**src/rtl/if_stage_pkg.sv**
```systemverilog
// Shared definitions for the instruction-fetch stage: bus widths, the NOP
// encoding and the fetch FSM state encoding.
package if_stage_pkg;

  localparam int IF_BUS_WIDTH  = 32;
  localparam int IF_DATA_WIDTH = 32;

  // addi x0, x0, 0
  localparam logic [31:0] IF_NOP = 32'h0000_0013;

  typedef enum logic [2:0] {
    IF_IDLE   = 3'd0,
    IF_REQ    = 3'd1,
    IF_WAIT   = 3'd2,
    IF_HOLD   = 3'd3,
    IF_CANCEL = 3'd4
  } if_state_e;

endpackage

```
**src/rtl/if_pc_reg.sv**
```systemverilog
// Program counter register: synchronous active-low reset to RESET_PC,
// redirect load takes priority over the +4 increment on transfer.
module if_pc_reg
  import if_stage_pkg::*;
#(
  parameter int                   BUS_WIDTH = IF_BUS_WIDTH,
  parameter logic [BUS_WIDTH-1:0] RESET_PC  = '0
) (
  input  logic                 clk,
  input  logic                 rst_n,
  input  logic                 load_en,
  input  logic [BUS_WIDTH-1:0] load_addr,
  input  logic                 inc_en,
  output logic [BUS_WIDTH-1:0] pc
);

  logic [BUS_WIDTH-1:0] pc_d;
  logic [BUS_WIDTH-1:0] pc_q;

  // Next PC: redirect wins, otherwise advance one word on transfer (wraps)
  always_comb begin
    pc_d = pc_q;
    if (load_en) begin
      pc_d = load_addr;
    end else if (inc_en) begin
      pc_d = pc_q + BUS_WIDTH'(4);
    end
  end

  // PC state register
  always_ff @(posedge clk) begin
    if (!rst_n) begin
      pc_q <= RESET_PC;
    end else begin
      pc_q <= pc_d;
    end
  end

  assign pc = pc_q;

endmodule

```
**src/rtl/if_stage.sv**
```systemverilog
// Instruction-fetch stage: owns the PC, issues single-outstanding requests to
// a synchronous imem, buffers one returned word until IF/ID accepts it, and
// cancels in-flight fetches on redirect.
// Optional build macro IF_MISALIGN_CHECK_EN: adds misalign_if, loads jump
// targets unmodified and presents a NOP for a misaligned PC instead of fetching.
module if_stage
  import if_stage_pkg::*;
#(
  parameter int                   BUS_WIDTH  = IF_BUS_WIDTH,
  parameter int                   DATA_WIDTH = IF_DATA_WIDTH,
  parameter logic [BUS_WIDTH-1:0] RESET_PC   = '0
) (
  input  logic                  clk,
  input  logic                  rst_n,
  input  logic                  jump_en,
  input  logic [BUS_WIDTH-1:0]  jump_addr,
  output logic                  inst_req,
  output logic [BUS_WIDTH-1:0]  inst_addr,
  input  logic                  inst_gnt,
  input  logic                  inst_rvalid,
  input  logic [DATA_WIDTH-1:0] inst_rdata,
  output logic [BUS_WIDTH-1:0]  pc_if,
  output logic [DATA_WIDTH-1:0] instruction_if,
  output logic                  valid_if,
  output logic                  ready_go_if,
  input  logic                  allow_in_id
`ifdef IF_MISALIGN_CHECK_EN
  ,
  output logic                  misalign_if
`endif
);

  if_state_e             state_d, state_q;
  logic [DATA_WIDTH-1:0] buf_d, buf_q;
  logic [BUS_WIDTH-1:0]  pc;
  logic [BUS_WIDTH-1:0]  jump_target;
  logic                  misalign_w;
  logic                  transfer;

`ifdef IF_MISALIGN_CHECK_EN
  assign jump_target = jump_addr;
  assign misalign_w  = (state_q == IF_REQ) && (pc[1:0] != 2'b00);
  assign misalign_if = misalign_w;
`else
  // Targets are word aligned; low two bits are dropped on load
  assign jump_target = jump_addr & ~BUS_WIDTH'(3);
  assign misalign_w  = 1'b0;
`endif

  if_pc_reg #(
    .BUS_WIDTH (BUS_WIDTH),
    .RESET_PC  (RESET_PC)
  ) u_pc (
    .clk       (clk),
    .rst_n     (rst_n),
    .load_en   (jump_en),
    .load_addr (jump_target),
    .inc_en    (transfer),
    .pc        (pc)
  );

  // Handshake outputs toward imem and IF/ID; a redirect kills this cycle's offer
  always_comb begin
    inst_req       = (state_q == IF_REQ) && !misalign_w;
    inst_addr      = pc;
    pc_if          = pc;
    valid_if       = ((state_q == IF_REQ) || (state_q == IF_WAIT) ||
                      (state_q == IF_HOLD)) && !jump_en;
    ready_go_if    = (((state_q == IF_WAIT) && inst_rvalid) ||
                      (state_q == IF_HOLD) || misalign_w) && !jump_en;
    instruction_if = inst_rdata;
    if (state_q == IF_HOLD) begin
      instruction_if = buf_q;
    end else if (misalign_w) begin
      instruction_if = DATA_WIDTH'(IF_NOP);
    end
    transfer       = valid_if && ready_go_if && allow_in_id;
  end

  // Next-state and buffer update; redirect overrides normal sequencing
  always_comb begin
    state_d = state_q;
    buf_d   = buf_q;
    case (state_q)
      IF_IDLE: state_d = IF_REQ;
      IF_REQ: begin
        if (inst_req && inst_gnt) begin
          state_d = jump_en ? IF_CANCEL : IF_WAIT;
        end
      end
      IF_WAIT: begin
        if (jump_en) begin
          // Response arriving with the redirect is simply discarded
          state_d = inst_rvalid ? IF_REQ : IF_CANCEL;
        end else if (inst_rvalid) begin
          if (allow_in_id) begin
            state_d = IF_REQ;
          end else begin
            buf_d   = inst_rdata;
            state_d = IF_HOLD;
          end
        end
      end
      IF_HOLD: begin
        if (jump_en || allow_in_id) begin
          state_d = IF_REQ;
        end
      end
      IF_CANCEL: begin
        // Exactly one stale response is owed; drop it and refetch
        if (inst_rvalid) begin
          state_d = IF_REQ;
        end
      end
      default: state_d = IF_IDLE;
    endcase
    if (jump_en) begin
      buf_d = '0;
    end
  end

  // FSM state and holding buffer registers
  always_ff @(posedge clk) begin
    if (!rst_n) begin
      state_q <= IF_IDLE;
      buf_q   <= '0;
    end else begin
      state_q <= state_d;
      buf_q   <= buf_d;
    end
  end

endmodule

```
**config.mk**
```make
export PLATFORM = sky130hd
export DESIGN_NAME = if_stage
export DESIGN_NICKNAME = d
export VERILOG_FILES = /design/src/rtl/if_stage_pkg.sv /design/src/rtl/if_pc_reg.sv /design/src/rtl/if_stage.sv
export SDC_FILE = /design/constraint.sdc
export NUM_CORES = 1
export LEC_CHECK = 0
export ABC_AREA = 1
export BUFFER_PORTS_ARGS = -buffer_cell sky130_fd_sc_hd__buf_2
export CAP_MARGIN = 20
export CORE_MARGIN = 2
export CORE_UTILIZATION = 49
export CTS_CLUSTER_SIZE = 24
export DETAILED_ROUTE_END_ITERATION = 12
export GPL_ROUTABILITY_DRIVEN = 0
export PLACE_DENSITY = 0.79
export REMOVE_ABC_BUFFERS = 1
export SLEW_MARGIN = 20
export SYNTH_ARGS = -nofsm -noshare
export SYNTH_HDL_FRONTEND = slang
export SYNTH_HIERARCHICAL = 1
export SYNTH_SLANG_ARGS = --single-unit
export TNS_END_PERCENT = 50
```
**constraint.sdc**
```tcl
create_clock -name clk -period 2.15 [get_ports clk]
set_clock_uncertainty 0.1 [all_clocks]
set_input_delay 0.1075 -clock clk [delete_from_list [all_inputs] [get_ports clk]]
set_output_delay 0.1075 -clock clk [all_outputs]
set_load 0.02 [all_outputs]
```
* Yosys cells after proc, flatten, opt, wreduce, memory -nomap -nowiden
Cells that the tools add are included.
Word-level totals: register bits after elaboration 67, logic and storage cells 43, input port bits 70, output and inout bits 99
Cells by class: add/sub/neg operators 1, bitwise operators 2, reduce and logical (&&, ||, !) cells 16, multiplexer cells 12, eq/ne operators 8
Operators by type and width (count):
- 32-bit 2-to-1 mux | 3
- 32-bit by 3-bit adder with 32-bit output (second input constant) | 1
- 3-bit 2-to-1 mux | 7
- 3-bit one-hot mux with 5 select lines | 1
- 3-bit by 2-bit == test with 1-bit output (second input constant) | 2
- 1-bit logical AND | 6
- 1-bit logical OR | 4
- 2-bit by 1-bit != test with 1-bit output (second input constant) | 2
- 4-bit AND reduction | 1
- 3-bit by 1-bit == test with 1-bit output (second input constant) | 1
- 3-bit == test (second input constant) | 1
- 3-bit logical NOT | 1
- 3-bit != test (second input constant) | 1
- 3-bit AND reduction | 1
- 2-bit 2-to-1 mux | 1
- 2-bit != test (second input constant) | 1
- 1-bit NOT | 2
- 2-bit nonzero test | 1
- 2-bit OR reduction | 1
- 1-bit logical NOT | 1

* Longest topological paths before layout
Gate-level depths: netlist of run 1.
word-level depth 8, mapped depth 9, depth with buffers taken out 9

* Modules after synthesis
The synthesis of run 1 kept the hierarchy.
Modules (own cells, without submodules):
- if_pc_reg | cells each 330, area each 2103.3 sq um, sequential area each 640.6 sq um, instances 1
- if_stage | cells each 296, area each 2049.5 sq um, sequential area each 700.7 sq um, instances 1

* Worst setup path after synthesis of run 1
No wires, ideal clock.
kind register to register, from register state_q[0], to register u_pc.pc_q[12] (netlist: u_pc/pc[12]), buffers on the path 1, stages on the path, launching flop included 8, data required time 1976 ps, path slack 268 ps, library setup time 74 ps, data arrival time 1708 ps, clock period less this slack 1882 ps, path through dfxtp_1 -> nor2_1 -> nor3_1 -> nand2_1 -> inv_1 -> buf_2 -> nand3_1 -> a31oi_1
Between the ends: longest elaborated chain between the ends 7, elaborated cells on any way between the ends 12, those cells by class eq/ne: 3; reduce/logical: 9
RTL lines:
- from (decl) | line if_stage.sv:33 | if_state_e state_d, state_q;
- from (signal assigned) | line if_stage.sv:128 | state_q <= state_d;
- 3-bit by 1-bit == test with 1-bit output or 3-bit by 2-bit == test with 1-bit output (tied branches) | line if_stage.sv:67, if_stage.sv:69
- 1-bit logical OR or 1-bit logical AND (tied branches) | line if_stage.sv:67, if_stage.sv:69
- 1-bit logical OR (on tied branches) | line if_stage.sv:67, if_stage.sv:69
- 1-bit logical AND (on tied branches) | line if_stage.sv:68, if_stage.sv:70
- 1-bit logical AND * (2 in series) | line if_stage.sv:77 | transfer = valid_if && ready_go_if && allow_in_id;
- via transfer | line if_stage.sv:38 | logic transfer;
- 2-bit nonzero test (no line) *
- to (signal assigned) | line if_pc_reg.sv:35 | pc_q <= pc_d;
- to (decl) | line if_pc_reg.sv:18 | logic [BUS_WIDTH-1:0] pc_q;
Mark *: on every way through the listed nets, which the timed path passes. The rest lies on a longest branch. A chain may end at the register's enable or synchronous reset.

* Worst setup path in the final report of run 1
from register state_q[2], to output port instruction_if[28]
Between the ends: longest elaborated chain between the ends 2
RTL lines:
- 3-bit by 2-bit == test with 1-bit output | line if_stage.sv:72 | if (state_q == IF_HOLD) begin
- 32-bit 2-to-1 mux | line if_stage.sv:72
- to (decl) | line if_stage.sv:23 | output logic [DATA_WIDTH-1:0] instruction_if,
No other way between the ends.

==> impl_metrics.csv, run 1 <==
group,metric,value,unit
placement,port_buffers,166,
final_layout,n_antenna_cell,0,
detailed_routing,first_pass_iters,5,
job,drv_cap,0,
pwr,power_frac_comb,0.312,
synth,synth_compound_area_frac,0.2100,
clock_tree,clkSinkCount,67,
pwr,power.density,682.4,nW/um2
global_route,grt.overflow.total,0,
worst_setup_path,r2r_slack,290,ps
pwr,p_switching,1.361,mW
worst_hold_path,hold_path.class,"in -> reg",
clock_tree,path_clk_slew,70,ps
global_route,antenna_found_initial,0,
clock_tree,cts_made_buffers,9,
synth,muxShareOfSynthArea,0,
detailed_routing,wirelength,12040,um
final_layout,areaGrowthSynthToFinish,35.34,%
clock_tree,h-tree-depth,3,
die,die_area,9228,um2
synth,synth_edf_count,0,
synth,yosys_warnings,6,
timing,hold_violations,0,
clock_tree,cts_tree,"yes",
clock_tree,cts.root.buffer_cell,"clkbuf_8",
die,core_area,8217,um2
die,start_util,0.5054,
worst_setup_path,cp_cell_sequence,"inv_2, nand3_2, buf_12, nand2_1, o21ai_0, buf_2",
timing,max_freq,0.5333,GHz
pwr,switching_share,0.3549,
worst_setup_path,cpLargestDelayFamily,"buffers and inverters",
worst_setup_path,crit_type,"reg -> out",
detailed_routing,drt-initial-drc-count,191,
synth,yosys.area_share.simple,0.2871,
die,rows,33,
synth,synth-xor-area-share,0.01265,
worst_setup_path,rr_startpoint,"state_q[0]$_SDFFE_PN0P_",
clock_tree,clk_latency,340,ps
worst_setup_path,end_kind,"primary output",
synth,synth_top_family_by_area,"simple AND/OR/NAND/NOR gates",
detailed_routing,ant_nets,0,
worst_setup_path,cp.buffers_inverters,3,
timing,setup_viol,0,
worst_setup_path,start_kind,"flip-flop",
timing,period_minus_slack,1875,ps
pwr,internal_power,2.474,mW
worst_setup_path,slowest_delay,430,ps
timing,worst_slew_pin_slew,768.8,ps
final_layout,layout_common_cells,"166 x buf_2, 136 x nand2_1, 69 x inv_1",
synth,ys_ff_latch,67,
worst_setup_path,cp.arrival,1670,ps
run_status,run_status,"finished, final reports clean",
timing,rsz0062_at_grt,"no",
global_route,grt_pass1_vias,4302,
worst_setup_path,cp_slowest_cell,"dfxtp_1",
pwr,p_clk_frac,0.315,
synth,synthArstFlopShare,0,
worst_hold_path,hold_path_end,"u_pc/pc[29]$_SDFFE_PN0N_",
synth,synth_seq_area_share,0.3230,
global_route,grt_use_total,0.2554,
pwr,ir_worst_vdd,0.4367,mV
clock_tree,cts_setup_buffers,0,
synth,synth_fa_ha_area_frac,0.003013,
global_route,grt_max_degree,66,
worst_setup_path,required,1940,ps
final_layout,design_area,5620,um2
timing,drv_slew,0,
clock_tree,cts_buffer_depth,2,
worst_hold_path,holdPathStages,3,
final_layout,final_common_cell,"buf_2",
pwr,pwr-share-seq,0.373,
worst_setup_path,reg2regPathDepth,7,
final_layout,final_util,0.6840,
worst_setup_path,cp.depth,6,
pwr,p_leak,2.524,nW
placement,dpl_cell_area,4828,um2
synth,yosysUniqueCellTypes,36,
final_layout,num-nets-final,883,
detailed_routing,num_vias,4780,
worst_setup_path,reg2reg_to,"u_pc/pc[23]$_SDFFE_PN0N_",
synth,syn_area_per_cell,6.634,um2
synth,syn_area,4153,um2
global_route,grt_pass1_wl,18820,um
detailed_routing,viasPerCell,5.184,
detailed_routing,route.detailed.drc,0,
worst_setup_path,crit_fanout,65,
synth,synth_cells,626,
die,die-width,96.06,um
synth,synth_flop_cell,"dfxtp_1",
final_layout,drive_above_1_share,0.2742,
die,io_pins,169,
placement,place_hpwl,7901,um
timing,slew_headroom,0.4869,
timing,post-route-period-util,0.8722,
die,die_height,96.06,um
detailed_routing,drt-wirelength-per-cell,13.06,um
worst_hold_path,min_from,"jump_addr[29]",
[layout make-up]
type	count	area (um2)
fill	678	2596
multi-input combinational	430	2147
timing repair buffer	232	1504
sequential	67	1341
inverter	72	270.3
clock buffer	11	151.4
tap	105	131.4
clock inverter	5	75.07
[worst max path at each step]
stage	slack [ps]	to	start
finish	270	instruction_if[28]	state_q[2]$_SDFFE_PN0P_
global route	100	u_pc/pc[28]$_SDFFE_PN0N_	state_q[2]$_SDFFE_PN0P_
CTS	80	u_pc/pc[23]$_SDFFE_PN0N_	state_q[0]$_SDFFE_PN0P_
detailed placement	100	u_pc/pc[23]$_SDFFE_PN0N_	state_q[0]$_SDFFE_PN0P_
global placement	240	u_pc/pc[18]$_SDFFE_PN0N_	state_q[0]$_SDFFE_PN0P_
floorplan	-530	instruction_if[10]	state_q[0]$_SDFFE_PN0P_
[through the flow]
step / setup slack (ps) / total power, mW / hold WS (ps) / cells / setup TNS, ps
after floorplan: -529.7 / 2.136 / 105.1 / 569 / -14680
after global placement: 241.3 / 2.517 / 279.5 / 850 / 0
after detailed placement: 97.70 / 2.552 / 287.8 / 850 / 0
after CTS: 76.16 / 3.828 / 0.9591 / 922 / 0
after global routing: 96.68 / 4.029 / 3.550 / 922 / 0
final: 274.8 / 3.835 / 9.503 / 922 / 0
[Yosys cell counts, types with 2 or more instances]
cell | number | share of area
o21ai_0 | 34 | 0.041
o21bai_1 | 2 | 0.0036
nand2_4 | 3 | 0.0081
a22oi_1 | 20 | 0.036
buf_4 | 34 | 0.061
buf_2 | 7 | 0.0084
clkbuf_1 | 9 | 0.0081
nand2_2 | 4 | 0.0060
nor2_4 | 9 | 0.024
o21ai_1 | 39 | 0.047
inv_2 | 2 | 0.0018
nor2_2 | 7 | 0.011
xor2_1 | 5 | 0.011
buf_6 | 7 | 0.019
nand3_1 | 42 | 0.051
nor3_1 | 3 | 0.0036
a31oi_1 | 5 | 0.0075
or2_1 | 2 | 0.0030
dfxtp_1 | 67 | 0.32
a21oi_1 | 57 | 0.069
nand2_1 | 136 | 0.12
nor2_1 | 47 | 0.042
and2_1 | 3 | 0.0045
inv_1 | 70 | 0.063
[flip-flops by register name, indices dropped and copies added, names as in the netlist]
name	count
buf_q	32
u_pc/pc	32
state_q	3
[cell families after synthesis]
family | Yosys count
other | 1
adders and majority gates | 1
and+or+nand+nor | 261
buffers and inverters | 130
AOI/OAI and AO/OA | 160
DFF | 67
xor gates and xnor gates | 6
[tightest hold or removal path, stage by stage]
cell and delay [ps]:
buf_2 90, a22oi_1 70, a21oi_1 130
[power by group through the flow]
stage / clock [mW] / sequential [mW] / combinational, mW
global placement: 0 / 1.45 / 1.06
detailed placement: 0 / 1.46 / 1.09
CTS: 1.22 / 1.43 / 1.17
finish: 1.21 / 1.43 / 1.20
global route: 1.28 / 1.45 / 1.31
floorplan: 0 / 1.53 / 0.610
[layer usage]
layer / vias up / GRT usage / wire (um)
met5: - / 0 / 0
met4: 0 / 0.09524 / 161
met3: 19 / 0.06735 / 1123
met2: 222 / 0.4595 / 5889
met1: 2161 / 0.2868 / 4869
li1: 2378 / - / -
[timing repair]
item	in CTS	in global routing
gates resized for setup	0	2
hold buffers	56	0
setup endpoints to repair	0	18
endpoints found under the hold margin	56	0
Note: power is estimated with default switching activity, not from simulation.
==> run 2: changes to the inputs <==
Settings changed: CELL_PAD_IN_SITES_DETAIL_PLACEMENT set to 0, CELL_PAD_IN_SITES_GLOBAL_PLACEMENT set to 1, CORE_UTILIZATION 49 to 33.
==> impl_metrics.csv, run 2 (same netlist as run 1, synthesis figures left out) <==
group,metric,value,unit
worst_setup_path,rr_startpoint,"state_q[2]$_SDFFE_PN0P_",
detailed_routing,wl_met3,894,um
detailed_routing,drt-wirelength-per-cell,12.50,um
die,die_height,116.2,um
run_status,run_status,"finished, final reports clean",
timing,hold_violations,0,
detailed_routing,num_vias,4706,
final_layout,final_util,0.4795,
timing,period_minus_slack,2031,ps
clock_tree,clkSinkCount,67,
worst_setup_path,cp.arrival,1820,ps
timing,rsz0062_at_grt,"no",
detailed_routing,wirelength,12390,um
clock_tree,path_clk_slew,60,ps
global_route,grt_pass1_wl,19730,um
clock_tree,cts.root.buffer_cell,"clkbuf_16",
timing,drv_slew,0,
clock_tree,cts_setup_buffers,0,
placement,dp.cells,916,
detailed_routing,highest_layer,"met4",
global_route,grt_max_degree,66,
worst_setup_path,cp.buffers_inverters,3,
worst_hold_path,hold_path.class,"in -> reg",
clock_tree,cts_buffer_depth,2,
final_layout,layout_common_cells,"166 x buf_2, 136 x nand2_1, 70 x inv_1",
placement,dpl_cell_area,4905,um2
global_route,grt.overflow.total,0,
die,io_pins,169,
detailed_routing,route.detailed.drc,0,
timing,max_freq,0.4923,GHz
worst_setup_path,required,1940,ps
global_route,grt_use_total,0.1836,
global_route,antenna_found_initial,0,
global_route,grt_pass1_vias,4369,
detailed_routing,first_pass_iters,4,
clock_tree,cts_made_buffers,9,
detailed_routing,wl_met2,5936,um
worst_setup_path,start_kind,"flip-flop",
detailed_routing,drt-initial-drc-count,207,
placement,place_hpwl,8399,um
placement,dp_slack,201.1,ps
detailed_routing,ant_nets,0,
clock_tree,cts_tree,"yes",
placement,port_buffers,166,
worst_setup_path,critPathLaunch,"state_q[2]$_SDFFE_PN0P_",
worst_setup_path,cpLargestDelayFamily,"buffers and inverters",
worst_hold_path,min_from,"rst_n",
pwr,ir_worst_vdd,0.5154,mV
job,drv_cap,0,
worst_setup_path,cp_cell_sequence,"inv_2, nand3_2, buf_6, nand2_1, o21ai_0, buf_2",
die,die_area,13500,um2
detailed_routing,route.layer.met1.wl,5329,um
final_layout,design_area,5832,um2
timing,post-route-period-util,0.9449,
worst_setup_path,slowest_delay,420,ps
pwr,p_leak,2.590,nW
final_layout,areaGrowthSynthToFinish,40.43,%
die,core_area,12160,um2
final_layout,drive_above_1_share,0.2746,
detailed_routing,viasPerCell,4.749,
final_layout,n_antenna_cell,0,
worst_setup_path,cp_slowest_cell,"dfxtp_1",
die,die-width,116.2,um
worst_setup_path,crit_fanout,65,
final_layout,final_common_cell,"buf_2",
clock_tree,clk_latency,340,ps
timing,setup_viol,0,
final_layout,fin_cells,991,
pwr,power.density,730.0,nW/um2
clock_tree,h-tree-depth,3,
die,rows,40,
pwr,power.total,4.257,mW
die,start_util,0.3415,
worst_setup_path,crit_type,"reg -> out",
timing,finalWorstSetupSlack,118.5,ps
worst_setup_path,end_kind,"primary output",
final_layout,num-nets-final,889,
## run 2: changes by cell type in the layout (fill, tap and decap cells not counted), sizes merged
cell,before,now
dlygate4sd3,56,59
buf,176,179
## run 2: what timing repair did
item | in CTS | in global routing
hold endpoints to repair | 59 | 0
resized for setup | 0 | 2
endpoints found under the setup margin | 0 | 50
hold buffers | 59 | 0
## run 2: cell type report
type,instances,area (um2)
Tap cell,168,210.2
Timing Repair Buffer,238,1535
Sequential cell,67,1341
Clock inverter,5,75.07
Fill cell,1225,6330
Inverter,72,270.3
Clock buffer,11,252.7
Multi-Input combinational cell,430,2147
## run 2: layer usage
layer  vias to the layer above  global-route usage
met5                         -                   0
met4                         0             0.06905
met3                        18             0.04619
met2                       169              0.3337
met1                      2130              0.2071
li1                       2389                   -
## run 2: power breakdown
| group | leakage [nW] | switching [mW] | internal (mW) | total [mW] |
|---|---|---|---|---|
| Clock | 0.165 | 0.564 | 1.07 | 1.64 |
| Combinational | 1.88 | 0.741 | 0.443 | 1.18 |
| Sequential | 0.547 | 0.115 | 1.32 | 1.44 |
| Total | 2.59 | 1.42 | 2.84 | 4.26 |
## run 2: metrics by stage
step                      setup TNS [ps]  hold WS [ps]
after floorplan                   -14680         105.1
after global placement                 0         279.1
after detailed placement               0         290.0
after CTS                              0         1.658
after global routing                   0         14.57
final                                  0         8.524
## run 2: worst min-delay path, stage by stage
cell and delay (ps):
buf_2 180, nand2_1 90, a21oi_1 30
## run 2: final timing paths
path / end / slack (ps) / depth (start not counted)
min reg2reg: buf_q[6]$_SDFFE_PP0P_ / 350 / 2
min: state_q[0]$_SDFFE_PN0P_ / 9 / 3
max: instruction_if[7] / 120 / 6
max reg2reg: u_pc/pc[19]$_SDFFE_PN0N_ / 260 / 8
